File: config.mk
export PLATFORM = sky130hd
export DESIGN_NAME = spi_target_flat
export DESIGN_NICKNAME = d
export VERILOG_FILES = /design/src/rtl/spi_target_if.sv /design/src/rtl/spi_target.sv /design/src/flat_wrapper.sv
export SDC_FILE = /design/constraint.sdc
export NUM_CORES = 1
export LEC_CHECK = 0
export ABC_AREA = 1
export ABC_CLOCK_PERIOD_IN_PS = 4400
export CORE_ASPECT_RATIO = 0.7
export CORE_MARGIN = 10
export CORE_UTILIZATION = 40
export CTS_CLUSTER_SIZE = 16
export DETAILED_ROUTE_END_ITERATION = 8
export DONT_BUFFER_PORTS = 1
export GPL_ROUTABILITY_DRIVEN = 0
export PLACE_DENSITY = 0.64
export SLEW_MARGIN = 15
export SYNTH_ARGS = -nofsm -noshare
export SYNTH_HDL_FRONTEND = slang
export SYNTH_SLANG_ARGS = --single-unit
File: constraint.sdc
create_clock -name FastClk -period 4.4 [get_ports FastClk]
set_clock_uncertainty 0.2 [all_clocks]
set_input_delay 0.88 -clock FastClk [delete_from_list [all_inputs] [get_ports FastClk]]
set_output_delay 0.88 -clock FastClk [all_outputs]
set_load 0.01 [all_outputs]
File: src/rtl/spi_target_if.sv
// Pin-side and buffer-side signals of the SPI mode-0 responder.
// The slave modport is the responder's view; master is the initiator plus buffer.
interface spi_target_if;
    logic       SPIClk;
    logic       nSel;
    logic       SPIDi;
    logic       SPIDo;
    logic       SPIDoEn;
    logic [7:0] Status;
    logic [7:0] BufAddr;
    logic [7:0] BufWriteData;
    logic       BufWrite;
    logic       BufRead;
    logic [7:0] BufReadData;
    logic       Busy;

    modport slave (
        input  SPIClk, nSel, SPIDi, Status, BufReadData,
        output SPIDo, SPIDoEn, BufAddr, BufWriteData, BufWrite, BufRead, Busy
    );

    modport master (
        output SPIClk, nSel, SPIDi, Status, BufReadData,
        input  SPIDo, SPIDoEn, BufAddr, BufWriteData, BufWrite, BufRead, Busy
    );
endinterface

File: src/rtl/spi_target.sv
// SPI mode-0 responder: oversamples SCK/nSel/MOSI in the FastClk domain and
// maps command/address/data framing onto a 256-byte strobe-based buffer port.
module spi_target #(
    parameter int SYNC_STAGES = 2
) (
    input  logic         FastClk,
    input  logic         nReset,
    spi_target_if.slave  bus
);
    typedef enum logic [2:0] {IDLE, CMD, ADDR, WRITE, READ, IGNORE} state_t;

    localparam logic [7:0] CMD_WRITE = 8'h02;
    localparam logic [7:0] CMD_READ  = 8'h03;

    state_t state, next_state;

    logic [SYNC_STAGES-1:0] sclk_sync, nsel_sync, sdi_sync;
    logic       sclk_q, nsel_q;
    logic [2:0] bit_cnt;
    logic [6:0] rx_shift;
    logic [7:0] tx_shift, prefetch, buf_addr, buf_wdata;
    logic       is_read, buf_write, buf_read, buf_read_q;

    // The nSel chain resets to "selected" so a still-low nSel after reset
    // produces no select edge; a high nSel just yields a harmless deselect.
    always_ff @(posedge FastClk or negedge nReset) begin
        if (!nReset) begin
            sclk_sync <= '0;
            nsel_sync <= '0;
            sdi_sync  <= '0;
            sclk_q    <= 1'b0;
            nsel_q    <= 1'b0;
        end else begin
            sclk_sync <= {sclk_sync[SYNC_STAGES-2:0], bus.SPIClk};
            nsel_sync <= {nsel_sync[SYNC_STAGES-2:0], bus.nSel};
            sdi_sync  <= {sdi_sync[SYNC_STAGES-2:0], bus.SPIDi};
            sclk_q    <= sclk_sync[SYNC_STAGES-1];
            nsel_q    <= nsel_sync[SYNC_STAGES-1];
        end
    end

    logic sck_rise, sck_fall, select_ev, deselect_ev, byte_done, tx_boundary;
    logic [7:0] rx_byte;

    assign sck_rise    =  sclk_sync[SYNC_STAGES-1] & ~sclk_q;
    assign sck_fall    = ~sclk_sync[SYNC_STAGES-1] &  sclk_q;
    assign select_ev   = ~nsel_sync[SYNC_STAGES-1] &  nsel_q;
    assign deselect_ev =  nsel_sync[SYNC_STAGES-1] & ~nsel_q;
    assign rx_byte     = {rx_shift, sdi_sync[SYNC_STAGES-1]};
    // Deselect wins over a coincident byte completion, so no strobe escapes.
    assign byte_done   = sck_rise && (bit_cnt == 3'd7) && (state != IDLE) && !deselect_ev;
    assign tx_boundary = sck_fall && (bit_cnt == 3'd0) && (state != IDLE) && !deselect_ev;

    always_ff @(posedge FastClk or negedge nReset) begin
        if (!nReset) state <= IDLE;
        else         state <= next_state;
    end

    always_comb begin
        // NOTE: default first so every path assigns next_state and no latch is inferred.
        next_state = state;
        if (deselect_ev) begin
            next_state = IDLE;
        end else begin
            case (state)
                IDLE:    if (select_ev) next_state = CMD;
                CMD:     if (byte_done)
                             next_state = (rx_byte == CMD_WRITE || rx_byte == CMD_READ) ? ADDR : IGNORE;
                ADDR:    if (byte_done) next_state = is_read ? READ : WRITE;
                default: next_state = state;
            endcase
        end
    end

    always_comb begin
        bus.Busy    = (state != IDLE);
        bus.SPIDoEn = (state != IDLE);
        bus.SPIDo   = (state == CMD || state == READ) ? tx_shift[7] : 1'b1;
    end

    // NOTE: sequential state uses non-blocking assignments only, so every
    // register samples pre-edge values regardless of statement order.
    always_ff @(posedge FastClk or negedge nReset) begin
        if (!nReset) begin
            bit_cnt    <= 3'd0;
            rx_shift   <= 7'd0;
            tx_shift   <= 8'hFF;
            prefetch   <= 8'h00;
            is_read    <= 1'b0;
            buf_addr   <= 8'h00;
            buf_wdata  <= 8'h00;
            buf_write  <= 1'b0;
            buf_read   <= 1'b0;
            buf_read_q <= 1'b0;
        end else begin
            buf_write  <= 1'b0;
            buf_read   <= 1'b0;
            buf_read_q <= buf_read;
            if (buf_read_q) prefetch <= bus.BufReadData;

            if (deselect_ev || state == IDLE) begin
                bit_cnt <= 3'd0;
            end else if (sck_rise) begin
                bit_cnt  <= bit_cnt + 3'd1;
                rx_shift <= rx_byte[6:0];
            end

            if (state == IDLE && select_ev) begin
                tx_shift <= bus.Status;
            end else if (sck_fall && state != IDLE && !deselect_ev) begin
                if (bit_cnt != 3'd0)    tx_shift <= {tx_shift[6:0], 1'b1};
                else if (state == READ) tx_shift <= prefetch;
                else                    tx_shift <= 8'hFF;
            end

            if (state == CMD && byte_done) is_read <= (rx_byte == CMD_READ);
            if (state == ADDR && byte_done) begin
                buf_addr <= rx_byte;
                buf_read <= is_read;
            end
            if (state == WRITE && byte_done) begin
                buf_wdata <= rx_byte;
                buf_write <= 1'b1;
            end
            if (buf_write) buf_addr <= buf_addr + 8'd1;
            // Consume the prefetch, then fetch the following address.
            if (state == READ && tx_boundary) begin
                buf_addr <= buf_addr + 8'd1;
                buf_read <= 1'b1;
            end
        end
    end

    assign bus.BufAddr      = buf_addr;
    assign bus.BufWriteData = buf_wdata;
    assign bus.BufWrite     = buf_write;
    assign bus.BufRead      = buf_read;
endmodule

File: src/flat_wrapper.sv
// flat-port wrapper written by rule: the top's interface ports become plain ports
module spi_target_flat 
#(
    parameter int SYNC_STAGES = 2
)
  (FastClk, nReset, bus_SPIClk, bus_nSel, bus_SPIDi, bus_Status, bus_BufReadData, bus_SPIDo, bus_SPIDoEn, bus_BufAddr, bus_BufWriteData, bus_BufWrite, bus_BufRead, bus_Busy);
  spi_target_if bus_i ();
  input  logic FastClk;
  input  logic nReset;
  input wire logic [$bits(bus_i.SPIClk)-1:0] bus_SPIClk;
  input wire logic [$bits(bus_i.nSel)-1:0] bus_nSel;
  input wire logic [$bits(bus_i.SPIDi)-1:0] bus_SPIDi;
  input wire logic [$bits(bus_i.Status)-1:0] bus_Status;
  input wire logic [$bits(bus_i.BufReadData)-1:0] bus_BufReadData;
  output wire logic [$bits(bus_i.SPIDo)-1:0] bus_SPIDo;
  output wire logic [$bits(bus_i.SPIDoEn)-1:0] bus_SPIDoEn;
  output wire logic [$bits(bus_i.BufAddr)-1:0] bus_BufAddr;
  output wire logic [$bits(bus_i.BufWriteData)-1:0] bus_BufWriteData;
  output wire logic [$bits(bus_i.BufWrite)-1:0] bus_BufWrite;
  output wire logic [$bits(bus_i.BufRead)-1:0] bus_BufRead;
  output wire logic [$bits(bus_i.Busy)-1:0] bus_Busy;
  assign bus_i.SPIClk = bus_SPIClk;
  assign bus_i.nSel = bus_nSel;
  assign bus_i.SPIDi = bus_SPIDi;
  assign bus_i.Status = bus_Status;
  assign bus_i.BufReadData = bus_BufReadData;
  assign bus_SPIDo = bus_i.SPIDo;
  assign bus_SPIDoEn = bus_i.SPIDoEn;
  assign bus_BufAddr = bus_i.BufAddr;
  assign bus_BufWriteData = bus_i.BufWriteData;
  assign bus_BufWrite = bus_i.BufWrite;
  assign bus_BufRead = bus_i.BufRead;
  assign bus_Busy = bus_i.Busy;
  spi_target #(.SYNC_STAGES(SYNC_STAGES)) u_core (.FastClk(FastClk), .nReset(nReset), .bus(bus_i));
endmodule
; ---- Word level (Yosys, flattened, before mapping)
; Cells that the tools add are included.
[word_totals]
register_bits = 57
mem_bits_rw = 0
elab_cells = 84
rom_bits = 0
inputBits = 21
out_inout_bits = 21
memories = 0
latchBits = 0
[op_classes]
n_eq_ne = 10
magnitude_cmp = 0
add_sub_neg = 2
n_reduce_logical = 27
muxes = 20
mul = 0
n_div = 0
n_shift = 0
bitwise = 9
[ops]
columns = cell, n
row1 = $mux W8, 7
row2 = $mux W3, 8
row3 = $eq A8 B2 Y1 const B, 2
row4 = $logic_and A1 B1 Y1, 13
row5 = $ne A3 B1 Y1 const B, 3
row6 = $pmux W3 S3, 1
row7 = $reduce_bool A3 Y1, 3
row8 = $add A8 B1 Y8 const B, 1
row9 = $eq A3 B2 Y1 const B, 2
row10 = $eq A3 B3 Y1 const B, 2
row11 = $logic_not A3 Y1, 2
row12 = $not A1 Y1, 5
row13 = $and A1 B1 Y1, 4
row14 = $mux W1, 4
row15 = $reduce_and A4 Y1, 1
row16 = $reduce_bool A2 Y1, 2
row17 = $reduce_bool A4 Y1, 1
row18 = $add A3 B1 Y3 const B, 1
row19 = $eq A3 B1 Y1 const B, 1
row20 = $logic_or A1 B1 Y1, 3
row21 = $reduce_and A2 Y1, 1
row22 = $logic_not A1 Y1, 1

; ---- Depth between registers and ports, before layout
; Gate-level depths: netlist of the first run.
[logic_depth]
word_depth = 9
mapped_depth = 10
depth_no_buf = 10

; ---- Least setup slack after synthesis of the first run
; No wires, ideal clock.
[synth_path]
path_type = reg-to-output
start = register u_core.state[2]
end = output bus_SPIDo
stages_incl_launch_ff = 4
arrival_time_ns = 0.944
t_required_ns = 3.320
slack_ns = 2.376
n_path_buf = 0
cell_sequence = dfrtp_1 -> inv_1 -> nor3_1 -> o21bai_1
[synth_between]
elab_chain_len = 3
word_cells_on_any_way = 4
classes_between = 2 x eq/ne / 1 x mux / 1 x reduce/logical
[synth_lines]
columns = item, line
row1 = start: declaration, spi_target.sv:15  ; state_t state, next_state;
row2 = start signal: assignment, spi_target.sv:56  ; else state <= next_state;
row3 = $eq A3 B1 Y1 / $eq A3 B3 Y1 (equally long branches), spi_target.sv:78  ; bus.SPIDo = (state == CMD || state == READ) ? tx_shift[7] : 1'b1;
row4 = $logic_or A1 B1 Y1 *, spi_target.sv:78
row5 = $mux W1 *, spi_target.sv:78
row6 = end: declaration, flat_wrapper.sv:15  ; output wire logic [$bits(bus_i.SPIDo)-1:0] bus_SPIDo;
; Every way passes the cells marked *; elsewhere a longest branch is shown, timed or not.

; ---- Final worst setup path of the first run
; Ends and elaborated chain as after synthesis.

==> impl_metrics.py, run 1 <==
metrics = {
    "clock_network": {
        "cts_tree": "yes",
        "clockBufferDepth": 2,
        "clk_transition_reported_paths_ns": 0.07,
        "cts_resized": 0,
        "cts_buffers": 9,
        "clockRootBuffer": "clkbuf_8",
        "holdBufCountCts": 0,
        "clkSinkCount": 57,
        "cts_setup_buffers": 0,
        "htree_levels": 3,
        "insertion_delay_ns": 0.34,
    },
    "setup_path": {
        "path_cells": "inv_1, nor3_1, o21bai_1",
        "r2r-end": "u_core.bus.BufAddr[0]",
        "cp-start-kind": "flop",
        "max_stage_delay_ns": 0.46,
        "crit_type": "flop to primary output",
        "end_kind": "primary output",
        "cp_max_fo": 5,
        "crit_required_ns": 3.32,
        "cp_slowest_cell": "dfrtp_1",
        "rrSetupSlack_ns": 2.29,
        "rr_worst_depth": 9,
        "crit_start": "u_core.state[2]",
        "reg2reg_from": "u_core.bit_cnt[0]",
        "critPathCapture": "bus_SPIDo",
        "worstPathArrival_ns": 1.50,
    },
    "finish": {
        "nets": 368,
        "final_area_um2": 3130,
        "final_common_cell": "nand2_1",
        "fin_cells": 442,
        "n_antenna_cell": 0,
        "nFillCells": 665,
        "utilization_pct": 45.7,
        "synthToLayoutAreaGrowth_pct": 9.35,
        "layout_common_cells": "nand2_1, dfrtp_1, o21ai_0",
        "drive_gt1_share_pct": 15.5,
    },
    "timing": {
        "hold_viol": 0,
        "worst_pin_slew_ns": 0.538,
        "finalCritPeriodShare_pct": 58.6,
        "min_period_ns": 2.58,
        "slew_violations": 0,
        "tns_ns": 0,
        "setup_violations": 0,
        "layout_setup_ws_ns": 1.82,
        "rsz0062_at_grt": "no",
        "fmax_mhz": 388,
        "slew_headroom_pct": 64.0,
    },
    "grt": {
        "grt_pass1_wl_um": 10400,
        "antenna_found_initial": 0,
        "grt_max_degree": 58,
        "grt_pass1_vias": 2028,
        "grt_usage_pct": 12.0,
        "grt_overflow_total": 0,
    },
    "synthesis": {
        "synth_seq_cells": 57,
        "yosys_warnings": 0,
        "seq_area_frac_synth_pct": 50.2,
        "synth_top_area_cell": "dfrtp_1",
        "syn_inst": 337,
        "synth_area_leaders": "dfrtp_1, nand2_1, dfstp_2",
        "synth_top_area_share_pct": 42.8,
        "synth_area_per_cell_um2": 8.49,
        "synth_area_um2": 2860,
        "synth_nets": 362,
        "synth_cell_types": 31,
    },
    "power_and_ir_drop": {
        "powerDensity_nw_per_um2": 596,
        "leakagePower_nw": 1.52,
        "ir_drop_mv": 0.247,
    },
    "placed_design": {
        "pre_cts_slack_ns": 2.19,
        "dp_cells": 426,
        "placed_cell_area_um2": 2940,
        "place_hpwl_um": 4630,
        "portBuffers": 0,
    },
    "drt": {
        "drt_first_iter_violations": 193,
        "routed.top_layer": "met4",
        "routed_via_density": 4.75,
        "firstDrtPassIters": 4,
        "met3_length_um": 495,
        "vias": 2100,
        "drcViolationCount": 0,
        "avgRoutedWirePerCell_um": 14.0,
        "wl_met2_um": 2310,
        "wl_met1_um": 3310,
        "ant_nets": 0,
        "routed_wl_um": 6190,
    },
    "flow_run": {
        "max-cap-violations": 0,
    },
    "floorplanning": {
        "start_util_pct": 41.8,
        "die_w_um": 121,
        "coreArea_um2": 6850,
        "rows": 25,
        "die_h_um": 90.8,
        "io_pins": 42,
        "dieArea_um2": 11000,
    },
    "hold_path": {
        "hold_path.class": "input pin to async pin",
    },
    "run_status": {
        "status": "complete, no violations",
    },
}
## registers in the layout, summed over array words and instances, names as in the netlist
register	flops
u_core.is_read	1
u_core.sclk_sync	2
u_core.state	3
u_core.rx_shift	7
u_core.prefetch	8
u_core.bus.BufWriteData	8
u_core.bus.BufWrite	1
u_core.bit_cnt	3
u_core.bus.BufAddr	8
u_core.sdi_sync	2
u_core.tx_shift	8
u_core.sclk_q	1
u_core.buf_read_q	1
u_core.nsel_q	1
u_core.bus.BufRead	1
u_core.nsel_sync	2
## layer usage
layer	track usage, %	vias to the layer above
li1	-	1093
met1	17.6	943
met2	14.2	53
met3	5.93	11
met4	4.01	0
met5	0	-
## layout make-up
class | instances | area (um2) | share of cell area [%]
Clock buffer | 10 | 138 | 4.40
Multi-Input combinational cell | 243 | 1260 | 40.3
Clock inverter | 6 | 57.6 | 1.84
Inverter | 32 | 120 | 3.84
Tap cell | 94 | 118 | 3.76
Sequential cell | 57 | 1440 | 45.9
## synth_stat cells
cell,instances
xnor2_1,2
nand2_1,105
nor3_1,4
buf_4,1
nor2_1,28
nand3_1,21
dfrtp_1,49
nand4_1,8
inv_1,30
nor2_2,1
or2_2,5
o21ai_1,1
inv_2,2
o21ai_4,1
nor2_4,5
buf_6,3
mux2_2,8
nand3_4,1
a21oi_1,3
o21bai_1,2
clkbuf_1,1
nand2_2,3
nor3_4,1
a31oi_1,1
o21ai_0,31
nand2_4,1
dfstp_2,8
ha_1,4
nand3_2,2
xor2_1,3
or2_0,2
## worst max-delay path, delay by kind of cell, from the launching register on
family | cells | cell delay [ns]
AOI/OAI and AO/OA | 1 | 0.21
buffers and inverters | 1 | 0.12
DFF | 1 | 0.46
and+or+nand+nor | 1 | 0.36
## cells by family (layout without fill, tap and decap cells)
kind of cell / after synthesis / after routing / synth area share [%]
muxes: 8 / 8 / 3.15
AOI/OAI and AO/OA: 39 / 39 / 7.43
buffers and inverters: 37 / 48 / 5.77
adders and majority gates: 4 / 4 / 1.75
xor gates and xnor gates: 5 / 5 / 1.53
and+or+nand+nor: 187 / 187 / 30.2
DFF: 57 / 57 / 50.2
## where the power goes
part | total [mW] | switching (mW) | internal (mW)
combinational | 0.573 | 0.381 | 0.192
clock | 0.484 | 0.212 | 0.272
sequential | 0.809 | 0.125 | 0.684
## metrics by stage
stage                     power [mW]  hold slack [ns]
after floorplan                 1.27            0.131
after global placement          1.38            0.138
after detailed placement        1.39            0.136
after CTS                       1.89          0.00596
after global routing            2.03          0.00228
final                           1.87           0.0281
## worst min-delay path by stage
stage / from / endpoint / slack [ns] / depth (start not counted)
CTS: nReset / u_core.bus.BufWriteData[6] / 0.006 / 0
global placement: u_core.sdi_sync[0] / u_core.sdi_sync[1] / 0.14 / 0
global route: nReset / u_core.bus.BufAddr[2] / 0.002 / 0
finish: nReset / u_core.bus.BufAddr[6] / 0.03 / 0
detailed placement: u_core.sclk_sync[0] / u_core.sclk_sync[1] / 0.14 / 0
floorplan: u_core.nsel_sync[0] / u_core.nsel_sync[1] / 0.13 / 0
(Power assumes the default switching activity.)
==> inputs of run 2 (changes only) <==
--- a/config.mk
+++ b/config.mk
@@ -6,7 +6,7 @@
 export NUM_CORES = 1
 export LEC_CHECK = 0
 export ABC_AREA = 1
-export ABC_CLOCK_PERIOD_IN_PS = 4400
+export ABC_CLOCK_PERIOD_IN_PS = 2100
 export CORE_ASPECT_RATIO = 0.7
 export CORE_MARGIN = 10
 export CORE_UTILIZATION = 40
@@ -14,7 +14,7 @@
 export DETAILED_ROUTE_END_ITERATION = 8
 export DONT_BUFFER_PORTS = 1
 export GPL_ROUTABILITY_DRIVEN = 0
-export PLACE_DENSITY = 0.64
+export PLACE_DENSITY = 0.66
 export SLEW_MARGIN = 15
 export SYNTH_ARGS = -nofsm -noshare
 export SYNTH_HDL_FRONTEND = slang
==> constraint.sdc (replaced) <==
create_clock -name FastClk -period 2.1 [get_ports FastClk]
set_clock_uncertainty 0.2 [all_clocks]
set_input_delay 0.42 -clock FastClk [delete_from_list [all_inputs] [get_ports FastClk]]
set_output_delay 0.42 -clock FastClk [all_outputs]
set_load 0.01 [all_outputs]
==> impl_metrics.py, run 2 (synthesis results as in run 1) <==
metrics = {
    "setup_path": {
        "worstPathArrival_ns": 1.33,
        "path_cells": "inv_1, nor3_2, o21bai_2",
        "cp-start-kind": "flop",
        "cp_max_fo": 5,
        "crit_required_ns": 1.48,
        "end_kind": "primary output",
        "cp_slowest_cell": "dfrtp_1",
        "rr_worst_depth": 9,
        "max_stage_delay_ns": 0.47,
        "crit_type": "flop to primary output",
    },
    "clock_network": {
        "cts_setup_buffers": 0,
        "htree_levels": 3,
        "cts_tree": "yes",
        "clkSinkCount": 57,
        "clockRootBuffer": "clkbuf_8",
        "cts_buffers": 9,
        "clk_transition_reported_paths_ns": 0.07,
        "insertion_delay_ns": 0.34,
        "clockBufferDepth": 2,
    },
    "timing": {
        "fin_hold_ws_ns": 0.0215,
        "hold_viol": 0,
        "worst_pin_slew_ns": 0.371,
        "slew_headroom_pct": 75.3,
        "min_period_ns": 1.95,
        "rsz0062_at_grt": "no",
        "layout_setup_ws_ns": 0.149,
        "fmax_mhz": 513,
        "slew_violations": 0,
        "setup_violations": 0,
        "tns_ns": 0,
        "finalCritPeriodShare_pct": 92.9,
    },
    "drt": {
        "routed_via_density": 4.83,
        "firstDrtPassIters": 4,
        "drt_first_iter_violations": 191,
        "ant_nets": 0,
        "drcViolationCount": 0,
        "routed_wl_um": 6330,
        "vias": 2179,
        "avgRoutedWirePerCell_um": 14.0,
    },
    "placed_design": {
        "pre_cts_slack_ns": 0.268,
        "dp_cells": 429,
        "placed_cell_area_um2": 2960,
        "place_hpwl_um": 4690,
        "portBuffers": 0,
    },
    "flow_run": {
        "max-cap-violations": 0,
    },
    "finish": {
        "nets": 377,
        "fin_cells": 451,
        "n_antenna_cell": 0,
        "final_common_cell": "nand2_1",
        "final_area_um2": 3220,
        "synthToLayoutAreaGrowth_pct": 12.5,
        "drive_gt1_share_pct": 17.1,
        "nFillCells": 657,
        "layout_common_cells": "nand2_1, dfrtp_1, o21ai_0",
    },
    "floorplanning": {
        "die_w_um": 121,
        "dieArea_um2": 11000,
        "rows": 25,
        "start_util_pct": 41.8,
        "die_h_um": 90.8,
        "coreArea_um2": 6850,
        "io_pins": 42,
    },
    "grt": {
        "grt_overflow_total": 0,
        "grt_pass1_wl_um": 10700,
        "antenna_found_initial": 0,
        "grt_pass1_vias": 2162,
        "grt_max_degree": 58,
        "grt_usage_pct": 12.2,
    },
    "hold_path": {
        "hold_depth": 1,
        "hold_path.class": "input pin to flop",
    },
    "power_and_ir_drop": {
        "powerDensity_nw_per_um2": 1200,
        "p_sw_mw": 1.55,
        "seqPwrFrac_pct": 44.0,
        "leakagePower_nw": 1.55,
        "swShare_pct": 39.9,
        "ir_drop_mv": 0.456,
        "clkPwrFrac_pct": 23.1,
        "p_int_mw": 2.33,
        "pwr-share-comb_pct": 32.9,
    },
    "run_status": {
        "status": "complete, no violations",
    },
}
## run 2: cell types whose count changed in the layout (fill, tap and decap cells not counted), moves of 2 or more
cell / change
dlygate4sd3_1: +5
buf_4: +3
clkinv_2: -2
clkinvlp_4: +2
## run 2: through the flow
stage | utilization, % | power [mW]
final | 47.0 | 3.88
after global routing | 47.0 | 4.21
after CTS | 46.9 | 3.90
after detailed placement | 43.2 | 2.95
after global placement | 43.2 | 2.92
after floorplan | - | 2.65
## run 2: final timing paths
kind / slack, ns / endpoint / start
hold reg to reg: 0.14 / u_core.sdi_sync[1] / u_core.sdi_sync[0]
min in group asynchronous: 0.41 / u_core.prefetch[3] / nReset
max in group asynchronous: 1.01 / u_core.tx_shift[5] / nReset
setup / recovery: 0.15 / bus_SPIDo / u_core.state[2]
setup reg to reg: 0.25 / u_core.bus.BufAddr[0] / u_core.bit_cnt[0]
hold / removal: 0.02 / u_core.prefetch[5] / bus_BufReadData[5]
## run 2: power by group through the flow
stage | combinational [mW] | sequential, mW | clock, mW
2_1_floorplan | 1.01 | 1.64 | 0
3_3_place_gp | 1.20 | 1.71 | 0
3_5_place_dp | 1.22 | 1.72 | 0
4_1_cts | 1.27 | 1.71 | 0.932
5_1_grt | 1.47 | 1.76 | 0.980
6_report | 1.27 | 1.71 | 0.896
## run 2: critical path, delay by kind of cell, from the launching register on
family	cells	cell delay (ns)
compound gates	1	0.14
buf+inv	1	0.14
flops	1	0.47
simple gates	1	0.24
## run 2: repair_timing
action / CTS / global route
setup endpoints to repair: 1 / 1
resized for setup: 1 / 3
hold buffers: 6 / 0
endpoints found under the hold margin: 61 / 0
## run 2: final cells by class
cell class	count	area, um2	share of cell area (%)
Inverter	32	120	3.73
Tap cell	94	118	3.65
Timing Repair Buffer	9	100	3.11
Sequential cell	57	1440	44.7
Multi-Input combinational cell	243	1270	39.4
Clock inverter	5	32.5	1.01
Clock buffer	11	141	4.39
## run 2: routing by layer
layer,up-vias,global-route usage [%],routed length (um)
li1,1115,-,-
met1,1004,17.1,3220
met2,49,15.8,2520
met3,11,5.43,494
met4,0,4.41,89
met5,-,0,0
==> inputs of run 3 (changes only) <==
--- a/config.mk
+++ b/config.mk
@@ -10,6 +10,7 @@
 export CORE_ASPECT_RATIO = 0.7
 export CORE_MARGIN = 10
 export CORE_UTILIZATION = 40
+export CTS_CLUSTER_DIAMETER = 60
 export CTS_CLUSTER_SIZE = 16
 export DETAILED_ROUTE_END_ITERATION = 8
 export DONT_BUFFER_PORTS = 1
==> results of run 3 <==
The final DEF is identical to that of run 2; final timing and power are the same.
==> patch: new RTL, config.mk and constraints of run 2 <==
Reset style: synchronous (`nReset`), changed in 3 clocked blocks.
--- a/src/rtl/spi_target.sv
+++ b/src/rtl/spi_target.sv
@@ -23,7 +23,7 @@
 
     // The nSel chain resets to "selected" so a still-low nSel after reset
     // produces no select edge; a high nSel just yields a harmless deselect.
-    always_ff @(posedge FastClk or negedge nReset) begin
+    always_ff @(posedge FastClk) begin
         if (!nReset) begin
             sclk_sync <= '0;
             nsel_sync <= '0;
@@ -51,7 +51,7 @@
     assign byte_done   = sck_rise && (bit_cnt == 3'd7) && (state != IDLE) && !deselect_ev;
     assign tx_boundary = sck_fall && (bit_cnt == 3'd0) && (state != IDLE) && !deselect_ev;
 
-    always_ff @(posedge FastClk or negedge nReset) begin
+    always_ff @(posedge FastClk) begin
         if (!nReset) state <= IDLE;
         else         state <= next_state;
     end
@@ -80,7 +80,7 @@
 
     // NOTE: sequential state uses non-blocking assignments only, so every
     // register samples pre-edge values regardless of statement order.
-    always_ff @(posedge FastClk or negedge nReset) begin
+    always_ff @(posedge FastClk) begin
         if (!nReset) begin
             bit_cnt    <= 3'd0;
             rx_shift   <= 7'd0;
Check against the original RTL: differs if nReset is asserted again (counterexample within 10 cycles, from zero or initial values and one cycle with nReset low); with nReset held inactive, the same outputs for 10 cycles.
==> patch against run 2 <==
  * Routed wire length rose by 5.0%
  * Area after synthesis fell by 8.3%
  * Core utilization rose by 0.31 points
  * Cell area fell by 7.3%
  * First-iteration DRC count rose by 22%
  * Die area fell by 6.7%
  * Non-clock buffer count rose by 4
  * Critical endpoint unchanged
  * Global-route usage rose by 0.92 points
  * Setup slack got worse by 0.015 ns
  * Maximum frequency fell by 0.74%
  * Highest routed layer unchanged
  * Sequential cell count did not move
Power is not compared: it rests on default switching activity, and its combinational part moved more than twofold at a synthesized area within 25%.
==> patch: results (changes against run 2) <==
Run status
  • Outcome: finished clean

Placement
  • DP Worst Slack: 0.0818 ns (-0.187 ns)
  • DP Area: 2710 µm² (-8.5%)
  • Port Buffers: 0 (unchanged)
  • Post-DP HPWL: 4640 µm (-1.1%)

Cells and area
  • Non-clock buffer share: 3.78% (+0.67 points)
  • Layout net count: 405 (+7.4%)
  • Multi-input comb cells: 257 (+5.8%)
  • Sequential share of cell area: 38.3% (-6.4 points)
  • Share of cells above drive strength 1: 9.14% (-7.9 points)
  • Non-CTS inverters: 42 (+31%)
  • Fillers: 649 (-1.2%)
  • Layout clock area frac: 6.80% (+1.4 points)
  • # clk buffers: 12 (+1)
  • Buffers excl. clock: 13 (+4)
  • Multi-input combinational area share: 42.6% (+3.2 points)
  • FF+latch area: 1140 µm² (-21%)
  • Antenna diode count: 0 (unchanged)

Critical path
  • Flop2flop setup slack: 0.15 ns (-0.10 ns)
  • Crit-path slowest cell: dfxtp_1
  • Max incr delay on CP: 0.32 ns (-0.15 ns)
  • Critical R2R Launch: u_core.state[2]
  • End of the worst register-to-register path: u_core.bus.BufWriteData[6]
  • Crit path max-delay family: flip-flops
  • Critical path fanouts, max: 6 (+1)
  • Worst Reg2Reg Path Length in Cells: 8 (-1)
  • CP arrival: 1.35 ns (+0.02 ns)

Global routing
  • Largest net degree at the start of global routing: 25 (-57%)
  • Vias in the first global route: 2085 (-3.6%)
  • First-pass GRT wire length: 10400 µm (-2.8%)
  • Total GRT Usage: 13.1% (+0.92 points)
  • Initial antenna violation count: 0 (unchanged)

Route
  • Met3 WL post-DR: 620 µm (+26%)
  • Routed length on met1: 3220 µm (about the same)
  • Initial DRC Count: 233 (+22%)
  • Drt total wl: 6640 µm (+5.0%)
  • Initial DRT Pass Iterations: 6 (+2)
  • Via density: 5.07 (+4.9%)
  • Met2 WL: 2730 µm (+8.5%)

Timing
  • Slew @ Worst Pin: 0.955 ns (+0.584 ns)

Clock network
  • Post-cts sizing count: 0 (-1)
  • Worst-case clock buffer depth: 2 (unchanged)
  • TritonCTS buffer count: 9 (unchanged)
  • Worst-Skew Late Latency: 0.34 ns (about the same)
  • CTS root buf: clkbuf_8
  • Worst-path clk slew: 0.07 ns (about the same)
  • CTS H-tree lvls: 3 (unchanged)

Synth
  • Post-synth ARST share: 0% (-100 points)
  • Largest cells by area after synthesis: dfxtp_1 (43%), nand2_1 (13%), nand3_1 (6.5%), a21oi_1 (5.9%), inv_1 (5.9%)
  • Synth Flop Type: dfxtp_1
  • Net Count, Synth: 391 (+8.0%)
  • Sequential fraction of the synthesis area: 43.5% (-6.7 points)
  • Synth warn: 0 (unchanged)
  • Synth top cells by count: nand2_1 (90), dfxtp_1 (57), inv_1 (41)
  • Netlist cell types: 30 (-3.2%)

Worst hold path
  • Hold Crit Endpoint: u_core.prefetch[1]
  • Worst Hold Depth: 2 (+1)
  • Worst hold start: bus_BufReadData[1]
  • Hold WC Path Type: primary input to flip-flop

Power and ir drop
  • Max VDD drop: 464 µV
[patch: worst max-delay path by stage]
stage | startpoint | slack (ns) | to | depth (start not counted)
3_3_place_gp | u_core.bit_cnt[0] | 0.09 | u_core.bus.BufAddr[5] | 9
4_1_cts | u_core.bit_cnt[0] | 0.04 | u_core.bus.BufAddr[5] | 9
3_5_place_dp | u_core.bit_cnt[0] | 0.08 | u_core.bus.BufAddr[4] | 9
5_1_grt | u_core.state[2] | -0.02 | u_core.state[0] | 10
2_1_floorplan | u_core.bit_cnt[0] | 0.36 | u_core.bus.BufAddr[5] | 9
6_report | u_core.state[1] | 0.13 | bus_SPIDo | 4
[patch: kinds of logic after synthesis]
kind of cell	count (synthesis)	synth area share [%]
AND/OR/NAND/NOR	179	30.6
flip-flops	57	43.5
adder cells (fa/ha/maj)	4	1.91
AO/OA/AOI/OAI	70	14.6
buffers and inverters	52	8.10
XOR/XNOR	4	1.33
[patch: metrics by stage]
stage / hold slack, ns / util (%) / cells
floorplan: 0.190 / - / 366
global placement: 0.197 / 42.9 / 439
detailed placement: 0.198 / 42.9 / 439
CTS: 0.0000317 / 47.1 / 459
global route: 0.00265 / 47.3 / 461
finish: 0.0149 / 47.3 / 461
[patch: repair_timing]
action                     in CTS  in global routing
setup buffers                   0                  2
hold buffers                    6                  0
hold endpoints to repair       24                  0
setup endpoints to repair       0                  6
[patch: power by group]
part / switching, mW / total, mW / leakage (nW) / internal (mW)
Combinational: 0.0976 / 0.142 / 0.713 / 0.0444
Sequential: 0.0168 / 1.12 / 0.461 / 1.10
Clock: 0.433 / 1.06 / 0.101 / 0.632
Total: 0.548 / 2.33 / 1.28 / 1.78
[patch: metal layers]
layer,track usage [%],vias to the layer above
met5,0,-
met4,5.03,0
met3,5.81,9
met2,17.8,70
met1,17.7,1039
li1,-,1218
